--- config.mk ---
export PLATFORM = sky130hd
export DESIGN_NAME = fp_compare_pipe_flat
export DESIGN_NICKNAME = d
export VERILOG_FILES = /design/src/rtl/fp_compare_pipe_if.sv /design/src/rtl/fp_compare_pipe.sv /design/src/flat_wrapper.sv
export SDC_FILE = /design/constraint.sdc
export NUM_CORES = 1
export LEC_CHECK = 0
export ABC_AREA = 1
export BUFFER_PORTS_ARGS = -buffer_cell sky130_fd_sc_hd__buf_2
export CORE_UTILIZATION = 35
export CTS_BUF_LIST = sky130_fd_sc_hd__clkbuf_8
export DETAILED_ROUTE_END_ITERATION = 7
export PLACE_DENSITY = 0.64
export SYNTH_ARGS = -nofsm -noshare
export SYNTH_HDL_FRONTEND = slang
export SYNTH_SLANG_ARGS = --single-unit
--- constraint.sdc ---
create_clock -name clk -period 2.03 [get_ports clk]
set_input_delay 0.406 -clock clk [delete_from_list [all_inputs] [get_ports clk]]
set_output_delay 0.406 -clock clk [all_outputs]
set_load 0.05 [all_outputs]
--- src/rtl/fp_compare_pipe_if.sv ---
// Operation/result handshake bundle for fp_compare_pipe.
// The master drives operations and consumes results; the slave is the comparator.
interface fp_compare_pipe_if #(
  parameter int FPWID = 32,
  parameter int TAGW  = 4
);
  logic             in_valid;
  logic             in_ready;
  logic [1:0]       op;
  logic [FPWID-1:0] a;
  logic [FPWID-1:0] b;
  logic [TAGW-1:0]  tag_i;
  logic             out_valid;
  logic             out_ready;
  logic [15:0]      o;
  logic [FPWID-1:0] res;
  logic [TAGW-1:0]  tag_o;
  logic             nan;
  logic             snan;
  logic [1:0]       flags;
  logic             clr_flags;

  modport master (
    output in_valid, op, a, b, tag_i, out_ready, clr_flags,
    input  in_ready, out_valid, o, res, tag_o, nan, snan, flags
  );

  modport slave (
    input  in_valid, op, a, b, tag_i, out_ready, clr_flags,
    output in_ready, out_valid, o, res, tag_o, nan, snan, flags
  );
endinterface

--- src/rtl/fp_compare_pipe.sv ---
// Two-stage pipelined IEEE 754 comparator: S1 decodes and compares magnitudes,
// S2 forms the predicate mask and the min/max result, with sticky exception flags.
module fp_compare_pipe #(
  parameter int FPWID = 32,
  parameter int TAGW  = 4
) (
  input logic              clk,
  input logic              rst,
  fp_compare_pipe_if.slave bus
);
  localparam int EW = (FPWID == 16)  ? 5  :
                      (FPWID == 64)  ? 11 :
                      (FPWID == 128) ? 15 : 8;
  localparam int FW = FPWID - 1 - EW;
  localparam logic [FPWID-1:0] QNAN = {1'b0, {EW{1'b1}}, 1'b1, {(FW-1){1'b0}}};

  typedef enum logic [1:0] {
    OP_CMP = 2'd0,
    OP_MIN = 2'd1,
    OP_MAX = 2'd2,
    OP_RSV = 2'd3
  } op_e;

  logic [EW-1:0] a_exp, b_exp;
  logic [FW-1:0] a_frac, b_frac;
  logic          a_nan, b_nan, a_snan, b_snan, a_zero, b_zero;
  logic          mag_lt, mag_eq;

  assign a_exp  = bus.a[FPWID-2 -: EW];
  assign b_exp  = bus.b[FPWID-2 -: EW];
  assign a_frac = bus.a[FW-1:0];
  assign b_frac = bus.b[FW-1:0];
  assign a_nan  = (&a_exp) && (|a_frac);
  assign b_nan  = (&b_exp) && (|b_frac);
  assign a_snan = a_nan && !a_frac[FW-1];
  assign b_snan = b_nan && !b_frac[FW-1];
  assign a_zero = ~|bus.a[FPWID-2:0];
  assign b_zero = ~|bus.b[FPWID-2:0];
  assign mag_lt = bus.a[FPWID-2:0] <  bus.b[FPWID-2:0];
  assign mag_eq = bus.a[FPWID-2:0] == bus.b[FPWID-2:0];

  logic             s1_valid;
  op_e              s1_op;
  logic [TAGW-1:0]  s1_tag;
  logic [FPWID-1:0] s1_a, s1_b;
  logic             s1_a_nan, s1_b_nan, s1_a_snan, s1_b_snan;
  logic             s1_mag_lt, s1_mag_eq, s1_both_zero;

  logic             s2_valid;
  logic [15:0]      s2_o;
  logic [FPWID-1:0] s2_res;
  logic [TAGW-1:0]  s2_tag;
  logic             s2_nan, s2_snan;
  logic [1:0]       flags_q;

  logic advance;
  assign advance      = !s2_valid || bus.out_ready;
  assign bus.in_ready = advance || !s1_valid;

  always_ff @(posedge clk) begin
    if (rst) begin
      s1_valid     <= 1'b0;
      s1_op        <= OP_CMP;
      s1_tag       <= '0;
      s1_a         <= '0;
      s1_b         <= '0;
      s1_a_nan     <= 1'b0;
      s1_b_nan     <= 1'b0;
      s1_a_snan    <= 1'b0;
      s1_b_snan    <= 1'b0;
      s1_mag_lt    <= 1'b0;
      s1_mag_eq    <= 1'b0;
      s1_both_zero <= 1'b0;
    end else if (bus.in_ready) begin
      s1_valid     <= bus.in_valid;
      s1_op        <= op_e'(bus.op);
      s1_tag       <= bus.tag_i;
      s1_a         <= bus.a;
      s1_b         <= bus.b;
      s1_a_nan     <= a_nan;
      s1_b_nan     <= b_nan;
      s1_a_snan    <= a_snan;
      s1_b_snan    <= b_snan;
      s1_mag_lt    <= mag_lt;
      s1_mag_eq    <= mag_eq;
      s1_both_zero <= a_zero && b_zero;
    end
  end

  // IEEE predicates treat +0 == -0, but min/max order -0 below +0 (a_less).
  logic sign_a, sign_b, unord, mag_gt, eq_c, lt_c, le_c, a_less;
  logic [15:0]      mask_c;
  logic [FPWID-1:0] nan_res, res_c;

  assign sign_a = s1_a[FPWID-1];
  assign sign_b = s1_b[FPWID-1];
  assign unord  = s1_a_nan || s1_b_nan;
  assign mag_gt = !s1_mag_lt && !s1_mag_eq;
  assign eq_c   = !unord && (s1_both_zero || (s1_mag_eq && (sign_a == sign_b)));
  assign lt_c   = !unord && ((sign_a != sign_b) ? (sign_a && !s1_both_zero)
                                                : (sign_a ? mag_gt : s1_mag_lt));
  assign le_c   = lt_c || eq_c;
  assign a_less = (sign_a != sign_b) ? sign_a : (sign_a ? mag_gt : s1_mag_lt);

  assign mask_c = {3'b000, !unord, !s1_mag_lt, !le_c, !lt_c, !eq_c,
                   3'b000,  unord,  s1_mag_lt,  le_c,  lt_c,  eq_c};

  assign nan_res = (s1_a_nan && s1_b_nan) ? QNAN : (s1_a_nan ? s1_b : s1_a);

  always_comb begin
    res_c = '0;
    case (s1_op)
      OP_MIN:  res_c = unord ? nan_res : (a_less ? s1_a : s1_b);
      OP_MAX:  res_c = unord ? nan_res : (a_less ? s1_b : s1_a);
      default: res_c = '0;
    endcase
  end

  always_ff @(posedge clk) begin
    if (rst) begin
      s2_valid <= 1'b0;
      s2_o     <= '0;
      s2_res   <= '0;
      s2_tag   <= '0;
      s2_nan   <= 1'b0;
      s2_snan  <= 1'b0;
    end else if (advance) begin
      s2_valid <= s1_valid;
      s2_o     <= mask_c;
      s2_res   <= res_c;
      s2_tag   <= s1_tag;
      s2_nan   <= unord;
      s2_snan  <= s1_a_snan || s1_b_snan;
    end
  end

  // A clear arriving with a result handshake still keeps that result's contribution.
  always_ff @(posedge clk) begin
    if (rst) begin
      flags_q <= 2'b00;
    end else if (s2_valid && bus.out_ready) begin
      flags_q <= (bus.clr_flags ? 2'b00 : flags_q) | {s2_snan, s2_nan};
    end else if (bus.clr_flags) begin
      flags_q <= 2'b00;
    end
  end

  assign bus.out_valid = s2_valid;
  assign bus.o         = s2_o;
  assign bus.res       = s2_res;
  assign bus.tag_o     = s2_tag;
  assign bus.nan       = s2_nan;
  assign bus.snan      = s2_snan;
  assign bus.flags     = flags_q;
endmodule

--- src/flat_wrapper.sv ---
// flat-port wrapper written by rule: the top's interface ports become plain ports
module fp_compare_pipe_flat 
#(
  parameter int FPWID = 32,
  parameter int TAGW  = 4
)
  (clk, rst, bus_in_valid, bus_op, bus_a, bus_b, bus_tag_i, bus_out_ready, bus_clr_flags, bus_in_ready, bus_out_valid, bus_o, bus_res, bus_tag_o, bus_nan, bus_snan, bus_flags);
  fp_compare_pipe_if #(.FPWID(FPWID), .TAGW(TAGW)) bus_i ();
  input logic clk;
  input logic rst;
  input wire logic [$bits(bus_i.in_valid)-1:0] bus_in_valid;
  input wire logic [$bits(bus_i.op)-1:0] bus_op;
  input wire logic [$bits(bus_i.a)-1:0] bus_a;
  input wire logic [$bits(bus_i.b)-1:0] bus_b;
  input wire logic [$bits(bus_i.tag_i)-1:0] bus_tag_i;
  input wire logic [$bits(bus_i.out_ready)-1:0] bus_out_ready;
  input wire logic [$bits(bus_i.clr_flags)-1:0] bus_clr_flags;
  output wire logic [$bits(bus_i.in_ready)-1:0] bus_in_ready;
  output wire logic [$bits(bus_i.out_valid)-1:0] bus_out_valid;
  output wire logic [$bits(bus_i.o)-1:0] bus_o;
  output wire logic [$bits(bus_i.res)-1:0] bus_res;
  output wire logic [$bits(bus_i.tag_o)-1:0] bus_tag_o;
  output wire logic [$bits(bus_i.nan)-1:0] bus_nan;
  output wire logic [$bits(bus_i.snan)-1:0] bus_snan;
  output wire logic [$bits(bus_i.flags)-1:0] bus_flags;
  assign bus_i.in_valid = bus_in_valid;
  assign bus_i.op = bus_op;
  assign bus_i.a = bus_a;
  assign bus_i.b = bus_b;
  assign bus_i.tag_i = bus_tag_i;
  assign bus_i.out_ready = bus_out_ready;
  assign bus_i.clr_flags = bus_clr_flags;
  assign bus_in_ready = bus_i.in_ready;
  assign bus_out_valid = bus_i.out_valid;
  assign bus_o = bus_i.o;
  assign bus_res = bus_i.res;
  assign bus_tag_o = bus_i.tag_o;
  assign bus_nan = bus_i.nan;
  assign bus_snan = bus_i.snan;
  assign bus_flags = bus_i.flags;
  fp_compare_pipe #(.FPWID(FPWID), .TAGW(TAGW)) u_core (.clk(clk), .rst(rst), .bus(bus_i));
endmodule
==> flow_summary.json, run 1 <==
{
  "outcome": "finished, final reports clean",
  "routed_via_density": 5.076,
  "synth-edff-count": 0,
  "drt_wl_total_um": 22560,
  "antenna_cells": 0,
  "antenna_violations_before_repair": 0,
  "placed_area_mm2": 0.008393,
  "die_w_um": 148.4,
  "yosys.cell_count.top_type": "nand2_1",
  "finalWorstPathRequiredPeriod_ns": 1.840,
  "ff2ff_setup_slack_ns": 0.19,
  "top_cells_by_instance_count_after_synthesis": "323 x nand2_1, 141 x nand3_1, 136 x a21oi_1",
  "pwr_density_cell_mw_per_mm2": 696.5,
  "drtAntennaViolNets": 0,
  "grt_ovf": 0,
  "synth_warnings": 0,
  "postSynthCellCount": 1171,
  "clk-insertion-delay-late_ns": 0.46,
  "drive_above_1_share_pct": 16.10,
  "start_util_pct": 35.69,
  "cts-resized-gates": 0,
  "syn_avg_cell_area_um2": 6.407,
  "routedWlPerCell_um": 14.58,
  "hold_viol_final": 0,
  "routed-via-count": 7858,
  "replace_congestion": 0.8847,
  "async_flop_share_pct": 0,
  "synth_top_cells_by_area": "dfxtp_1 34%, nand2_1 16%, nand3_1 9.4%",
  "fin_worst_skew_ns": 0.01073,
  "final_max_slew_viol_count": 0,
  "first_pass_grt_wire_length_um": 36160,
  "clkSinkCount": 128,
  "timing.critical_path.required_ns": 1.62,
  "critPathKind": "reg -> out",
  "ys_dominant_reg_cell": "dfxtp_1",
  "worst-r2r-cell-count": 11,
  "timing.max_slew.rel_slack_pct": 56.21,
  "cp-end-kind": "output port",
  "holdCritPathClass": "in -> reg",
  "worst_r2r_endpoint": "u_core.bus.res[13]",
  "syn_area_mm2": 0.007502,
  "clk_pin_slew_worst_paths_ns": 0.09,
  "core_area_mm2": 0.02102,
  "final_standard_cell_area_without_fillers_mm2": 0.008795,
  "grt_util_all_layers_pct": 20.77,
  "tightest_slew_ns": 0.6568,
  "regToRegStartpoint": "u_core.s1_b[31]",
  "portBuffers": 126,
  "tritoncts": "yes",
  "critPathMaxFanout": 11,
  "synth_seq_cells": 128,
  "grt_setup_unrepaired": "false",
  "final-setup-viol-count": 0,
  "cts.root.buffer_cell": "clkbuf_8",
  "hold_path.startpoint": "bus_in_valid",
  "final.period_utilization_pct": 90.62,
  "hold_path_depth": 2,
  "clock.fmax_ghz": 0.5436,
  "grt_start_max_net_pins": 75,
  "dr.first_iter.drc_count": 771,
  "crit_path_start_kind": "flip-flop",
  "drt_pass1_iterations": 5,
  "htree_levels": 4,
  "die_y_um": 148.4,
  "post-route-drc-count": 0,
  "vdd.ir_drop.worst_mv": 0.4189,
  "design.final.nets": 1370,
  "ctsLongestPathBuffers": 2,
  "hpwl_um": 15930,
  "cts_buffers": 17,
  "rows": 53,
  "yosysUniqueCellTypes": 33,
  "cell_type_contributing_the_most_total_cell_area_after_synthesis": "dfxtp_1",
  "flow.area_growth_from_synthesis_pct": 17.23,
  "static-leakage-power_nw": 4.293,
  "ioPinCount": 133,
  "synth_top_area_share_pct": 34.16,
  "timing.max_cap.violations": 0,
  "critical_path_arrival_ns": 1.43,
  "tns_ns": 0,
  "hold-path-endpoint": "u_core.s1_valid",
  "die_area_mm2": 0.02202,
  "synth.yosys.seq_area_share_pct": 34.16,
  "first_global_vias": 6787
}
## power by group
part	switching [mW]	leakage (nW)	internal (mW)	total (mW)
sequential	0.127	1.06	2.63	2.76
combinational	0.816	3.05	0.434	1.25
clock	1.21	0.183	0.902	2.12
total	2.16	4.29	3.97	6.13
## stage by stage
| step | util [%] | worst slack (ns) | hold slack, ns | std cells | power, mW |
|---|---|---|---|---|---|
| floorplan | - | 0.1182 | 0.4378 | 1176 | 3.671 |
| global placement | 39.93 | 0.2719 | 0.4474 | 1515 | 4.017 |
| detailed placement | 39.93 | 0.2455 | 0.4514 | 1515 | 4.030 |
| CTS | 41.72 | 0.1612 | 0.1363 | 1547 | 6.141 |
| global route | 41.84 | 0.01582 | 0.1448 | 1548 | 6.434 |
| finish | 41.84 | 0.1904 | 0.1539 | 1548 | 6.125 |
## sequential cells by signal, summed over array words and instances (netlist names)
signal,flops
u_core.bus.flags,2
u_core.s1_a_snan,1
u_core.bus.tag_o,4
u_core.s1_mag_lt,1
u_core.bus.out_valid,1
u_core.s1_mag_eq,1
u_core.s1_op,2
u_core.s1_b_snan,1
u_core.s1_b_nan,1
u_core.bus.res,32
u_core.s1_valid,1
u_core.bus.o,10
u_core.s1_tag,4
u_core.s1_both_zero,1
u_core.bus.snan,1
u_core.s1_b,32
u_core.s1_a,32
u_core.s1_a_nan,1
## cell type report
| class | instances | area, um2 |
|---|---|---|
| clock inverters | 15 | 142.6 |
| fillers | 2240 | 12230 |
| well taps | 275 | 344.1 |
| flip-flops and latches | 128 | 2562 |
| multi-input cells | 868 | 4227 |
| inverters | 95 | 356.6 |
| clock buffers | 17 | 234.0 |
| repair buffers | 150 | 928.4 |
## how the worst max path moves through the flow
stage | startpoint | to
6_report | u_core.bus.out_valid | bus_in_ready
5_1_grt | u_core.s1_a[31] | u_core.bus.res[2]
4_1_cts | u_core.bus.out_valid | bus_in_ready
3_5_place_dp | u_core.s1_b[31] | u_core.bus.res[12]
3_3_place_gp | u_core.s1_b[31] | u_core.bus.res[27]
2_1_floorplan | u_core.bus.out_valid | bus_in_ready
## metal layers
metal / vias to the layer above / GRT usage, % / wire length [um] / share of wire, %
met3: 19 / 4.018 / 1866 / 8.3
met5: - / 0 / 0 / 0
li1: 4021 / - / - / -
met2: 278 / 28.71 / 9291 / 41
met1: 3540 / 32.06 / 11100 / 49
met4: 0 / 5.515 / 304 / 1.3
## critical path, cell delays in order (launching register included)
cell	delay, ns
dfxtp_1	0.35
inv_1	0.07
nor2_4	0.14
nand2_4	0.16
buf_2	0.25
## what timing repair did
action	4_1_cts	5_1_grt
endpoints found under the hold margin	0	0
setup buffers	0	0
hold buffers	0	0
endpoints found under the setup margin	0	2
## layout by cell type (no fill, tap or decap), drive strengths merged
cell type,netlist,routed
nor4,2,2
and3,1,1
nor2,76,76
o21a,1,1
a211oi,1,1
buf,31,149
ha,35,35
a21oi,149,149
conb,1,6
a31oi,1,1
clkbuf,54,18
inv,94,103
nand3b,2,2
nand4,15,15
nand3,141,141
clkinv,1,4
nand2,327,327
nor3b,1,1
nor3,5,5
a21o,2,2
dfxtp,128,128
o22ai,3,3
clkinvlp,0,3
or2,2,2
o21ai,98,98
## cell families after synthesis
family	count (synthesis)	synth area share, %
adders and majority gates	35	5.837
AOI/OAI and AO/OA	255	17.86
buffers and inverters	180	9.957
and+or+nand+nor	572	32.14
DFF	128	34.16
other	1	0.04999
(Power assumes the default switching activity.)
==> inputs of run 2 (changes only) <==
CORE_UTILIZATION = 30   (was 35)
PLACE_DENSITY = 0.58   (was 0.64)
==> run 2 against run 1 <==
Effect of this change:
- critical path depth increased by 1
- clock skew increased by 0.0010 ns
- largest power group unchanged
- clock-buffer cell count unchanged
- cell count increased by 3.4%
- utilization decreased by 5.4 points
- maximum frequency decreased by 3.5%
- largest cell class unchanged
- global-route usage decreased by 2.1 points
- non-clock buffer count increased by 3
- design area increased by 1.1%
==> flow_summary.json, run 2 (synthesis gave the netlist of run 1 again) <==
{
  "timing.max_slew.rel_slack_pct": 54.18,
  "flow.area_growth_from_synthesis_pct": 18.48,
  "ctsLongestPathBuffers": 2,
  "critPathMaxFanout": 13,
  "timing.max_cap.violations": 0,
  "finalWorstPathRequiredPeriod_ns": 1.906,
  "share_of_power_burned_in_registers_pct": 44.3,
  "grt_start_max_net_pins": 75,
  "clkSinkCount": 128,
  "routed_via_density": 4.904,
  "post-route-drc-count": 0,
  "first_global_vias": 7082,
  "hold_viol_final": 0,
  "htree_levels": 4,
  "grt_util_all_layers_pct": 18.71,
  "grt_ovf": 0,
  "timing.final.ws_setup_ns": 0.1243,
  "net-switching-power_mw": 2.143,
  "part_of_the_total_power_dissipated_in_combinational_logic_pct": 20.4,
  "ioPinCount": 133,
  "drtAntennaViolNets": 0,
  "timing.critical_path.required_ns": 1.62,
  "rows": 57,
  "critical_path_arrival_ns": 1.50,
  "drt_wl_total_um": 23530,
  "hold_path_depth": 2,
  "clock.fmax_ghz": 0.5247,
  "design.final.nets": 1373,
  "critPathKind": "reg -> out",
  "static-leakage-power_nw": 4.312,
  "fin_worst_skew_ns": 0.01172,
  "post-cts-setup-buffers": 0,
  "final_max_slew_viol_count": 0,
  "replace_congestion": 0.8960,
  "cell_internal_power_mw": 4.079,
  "first_pass_grt_wire_length_um": 38250,
  "layout_commonest_cell": "nand2_1",
  "die_y_um": 160.1,
  "clk_pin_slew_worst_paths_ns": 0.09,
  "start_util_pct": 30.76,
  "cts.root.buffer_cell": "clkbuf_8",
  "pwr_density_cell_mw_per_mm2": 700.0,
  "drt_pass1_iterations": 5,
  "hpwl_um": 16830,
  "antenna_cells": 0,
  "cp-end-kind": "output port",
  "most-common-layout-cells": "322 x nand2_1, 141 x nand3_1, 136 x a21oi_1, 127 x dfxtp_1, 125 x buf_2",
  "sw_frac_of_total_pct": 34.45,
  "core_area_mm2": 0.02439,
  "final.period_utilization_pct": 93.88,
  "portBuffers": 126,
  "final-setup-viol-count": 0,
  "clockPowerShare_pct": 35.3,
  "tightest_slew_ns": 0.6873,
  "cts_buffers": 17,
  "die_w_um": 160.1,
  "die_area_mm2": 0.02564,
  "crit_path_start_kind": "flip-flop",
  "routed-via-count": 7846,
  "vdd.ir_drop.worst_mv": 0.2816,
  "routedWlPerCell_um": 14.70,
  "tns_ns": 0,
  "worst-r2r-cell-count": 12,
  "detailedPlace.worstSlack_ns": 0.1676,
  "cts_hold_buffers": 0,
  "drive_above_1_share_pct": 16.38,
  "outcome": "finished, final reports clean",
  "dr.first_iter.drc_count": 852,
  "antenna_violations_before_repair": 0,
  "holdCritPathClass": "in -> reg",
  "clk-insertion-delay-late_ns": 0.47,
  "tritoncts": "yes",
  "grt_setup_unrepaired": "false"
}
## run 2: what timing repair did
action                                  in CTS  in global routing
resized for setup                            0                  3
endpoints found under the setup margin       0                  2
endpoints found under the hold margin        0                  0
## run 2: final cells by class
| cell class | instances | area [um2] |
|---|---|---|
| fillers | 2668 | 15500 |
| multi-input cells | 868 | 4227 |
| flip-flops and latches | 128 | 2564 |
| repair buffers | 153 | 953.4 |
| well taps | 324 | 405.4 |
| inverters | 95 | 356.6 |
| clock buffers | 17 | 234.0 |
| clock inverters | 15 | 148.9 |
## run 2: per-layer routing
layer	part of all wire, %	vias up	routed length [um]	track usage [%]
met5	0	-	0	0
met3	6.0	20	1401	3.558
met1	52	3542	12120	27.98
met2	41	255	9730	26.90
met4	1.2	0	276	5.065
li1	-	4029	-	-
## run 2: path summary, 6_finish.rpt
check / from / to / slack (ns)
hold / removal: bus_in_valid / u_core.s1_valid / 0.16
setup reg to reg: u_core.s1_b[31] / u_core.bus.res[0] / 0.16
hold reg to reg: u_core.bus.res[1] / u_core.bus.res[1] / 0.46
setup / recovery: u_core.bus.out_valid / bus_in_ready / 0.12
## run 2: metrics by stage
step                area [um2]  utilization [%]  cells  power [mW]  hold WS, ns
finish                    8889            36.44   1600       6.222       0.1577
floorplan                 7521                -   1176       3.671       0.4378
global placement          8477            34.75   1567       4.045       0.4474
CTS                       8860            36.32   1599       6.261       0.1310
detailed placement        8477            34.75   1567       4.055       0.4510
global route              8889            36.44   1600       6.566       0.1313
## run 2: power groups by stage
stage	combinational, mW	sequential (mW)	clock (mW)
2_1_floorplan	0.784	2.89	0
6_report	1.27	2.76	2.20
5_1_grt	1.43	2.77	2.37
3_5_place_dp	1.25	2.81	0
3_3_place_gp	1.24	2.81	0
4_1_cts	1.25	2.75	2.26
## run 2: critical path: stages, from the launching register on
cell	delay, ns
dfxtp_2	0.34
inv_1	0.06
nor2_4	0.11
nand2_4	0.12
buf_4	0.20
buf_4	0.20
==> inputs of run 3 (changes only) <==
clock period = 2.4 ns   (was 2.03 ns; I/O delays follow)
==> run 3 against run 2 <==
Effect of this change:
- non-clock buffer count is 6 lower
- register-to-register slack better by 0.17 ns
- global-route usage is 0.27 points lower
- first-iteration DRC count is 4.0% lower
- wire length is 0.10% higher
- clock power is 15% lower
- via count is 0.24% lower
- clock skew is 0.0056 ns higher
- largest power group unchanged
- critical path type is now reg -> reg
- cell count is 0.38% lower
==> flow_summary.json, run 3 (synthesis gave the netlist of run 1 again) <==
{
  "register_area_mm2": 0.002562,
  "htree_levels": 4,
  "finalHoldWorstSlack_ns": 0.2306,
  "grt_start_max_net_pins": 75,
  "drive_above_1_share_pct": 15.91,
  "grt_ovf": 0,
  "hold_viol_final": 0,
  "cp_slowest_stage_delay_ns": 0.46,
  "post-cts-setup-buffers": 0,
  "cts-resized-gates": 0,
  "clock.fmax_ghz": 0.4830,
  "regToRegStartpoint": "u_core.s1_a[31]",
  "final_max_slew_viol_count": 0,
  "clockPowerShare_pct": 35.6,
  "grt_util_all_layers_pct": 18.44,
  "net-switching-power_mw": 1.877,
  "cp_cell_sequence": "inv_1 -> ha_1 -> a21oi_2 -> nand2_4 -> buf_4 -> nand3_1 -> nand3_1 -> nand2_1 -> nand2_1 -> nand2_1 -> a21oi_2",
  "cp-end-kind": "flip-flop",
  "final.period_utilization_pct": 86.26,
  "critPathMaxFanout": 42,
  "cell_internal_power_mw": 3.369,
  "die_y_um": 160.1,
  "clkSinkCount": 128,
  "critical_path_buf_inv_count": 2,
  "first_pass_grt_wire_length_um": 37870,
  "crit_path_start_kind": "flip-flop",
  "layout_commonest_cell": "nand2_1",
  "die_w_um": 160.1,
  "drtAntennaViolNets": 0,
  "cts.root.buffer_cell": "clkbuf_8",
  "outcome": "finished, final reports clean",
  "critPathLaunch": "u_core.s1_a[31]",
  "tightest_slew_ns": 0.6633,
  "replace_congestion": 0.8882,
  "hpwl_um": 16810,
  "ctsLongestPathBuffers": 2,
  "sw_frac_of_total_pct": 35.78,
  "post-route-drc-count": 0,
  "finalWorstPathRequiredPeriod_ns": 2.070,
  "portBuffers": 126,
  "die_area_mm2": 0.02564,
  "grt_setup_unrepaired": "false",
  "share_of_power_burned_in_registers_pct": 44.5,
  "ioPinCount": 133,
  "first_global_vias": 6977,
  "cts_hold_buffers": 0,
  "tritoncts": "yes",
  "critical_path_arrival_ns": 2.45,
  "critical-path-top-cell-by-count": "nand2_1",
  "pwr_density_cell_mw_per_mm2": 594.3,
  "final-setup-viol-count": 0,
  "power.total_mw": 5.245,
  "routed_via_density": 4.910,
  "start_util_pct": 30.76,
  "static-leakage-power_nw": 4.283,
  "timing.critical_path.required_ns": 2.78,
  "clk_pin_slew_worst_paths_ns": 0.10,
  "area_used_by_multi_input_combinational_logic_mm2": 0.004227,
  "detailedPlace.worstSlack_ns": 0.4023,
  "routed-via-count": 7827,
  "core_area_mm2": 0.02439,
  "drt_pass1_iterations": 5,
  "rows": 57,
  "dr.first_iter.drc_count": 818,
  "fillers": 2677,
  "design.final.nets": 1367,
  "vdd.ir_drop.worst_mv": 0.2816,
  "critPathKind": "reg -> reg",
  "tns_ns": 0,
  "clk-insertion-delay-late_ns": 0.46,
  "cts_buffers": 17,
  "drt_wl_total_um": 23550,
  "hold_path.startpoint": "bus_in_valid",
  "timing.max_cap.violations": 0,
  "most-common-layout-cells": "322 x nand2_1, 141 x nand3_1, 136 x a21oi_1, 128 x dfxtp_1, 126 x buf_2",
  "timing.max_slew.rel_slack_pct": 55.78,
  "timing.critical_path.max_delay_family": "simple AND/OR/NAND/NOR gates",
  "routedWlPerCell_um": 14.77,
  "flow.area_growth_from_synthesis_pct": 17.65,
  "fin_worst_skew_ns": 0.01731,
  "crit_path_slowest_cell": "dfxtp_1",
  "timing.final.ws_setup_ns": 0.3298,
  "antenna_cells": 0,
  "antenna_violations_before_repair": 0,
  "part_of_the_total_power_dissipated_in_combinational_logic_pct": 19.9,
  "holdCritPathClass": "in -> reg"
}
[run 3: path summary, 6_finish.rpt]
check             slack, ns  cells past startpoint                 end
setup reg to reg       0.33                     11  u_core.bus.res[15]
hold / removal         0.23                      2     u_core.s1_valid
hold reg to reg        0.46                      2  u_core.bus.res[23]
setup / recovery       0.33                     11  u_core.bus.res[15]
[run 3: through the flow]
| stage | util (%) | cell area, um2 | instances |
|---|---|---|---|
| final | 36.19 | 8826 | 1594 |
| after floorplan | - | 7521 | 1176 |
| after CTS | 36.19 | 8826 | 1594 |
| after global placement | 34.55 | 8427 | 1562 |
| after detailed placement | 34.55 | 8427 | 1562 |
| after global routing | 36.19 | 8826 | 1594 |
[run 3: area by class of cell]
class,count,area share (%)
inverters,95,4.040
flip-flops and latches,128,29.03
repair buffers,147,9.923
clock buffers,17,2.651
multi-input cells,868,47.89
well taps,324,4.593
clock inverters,15,1.871
[run 3: power by group through the flow]
stage	sequential [mW]	clock, mW	combinational [mW]
after floorplan	2.44	0	0.663
after global placement	2.38	0	1.03
after detailed placement	2.38	0	1.04
after CTS	2.33	1.92	1.04
after global routing	2.35	2.01	1.17
final	2.34	1.87	1.04
[run 3: metal layers]
layer,global-route usage (%),wire length [um],up-vias,share of wire (%)
met3,3.221,1300,9,5.5
met4,3.939,141,0,0.60
met2,26.21,9772,225,41
met1,28.42,12340,3580,52
met5,0,0,-,0
li1,-,-,4013,-
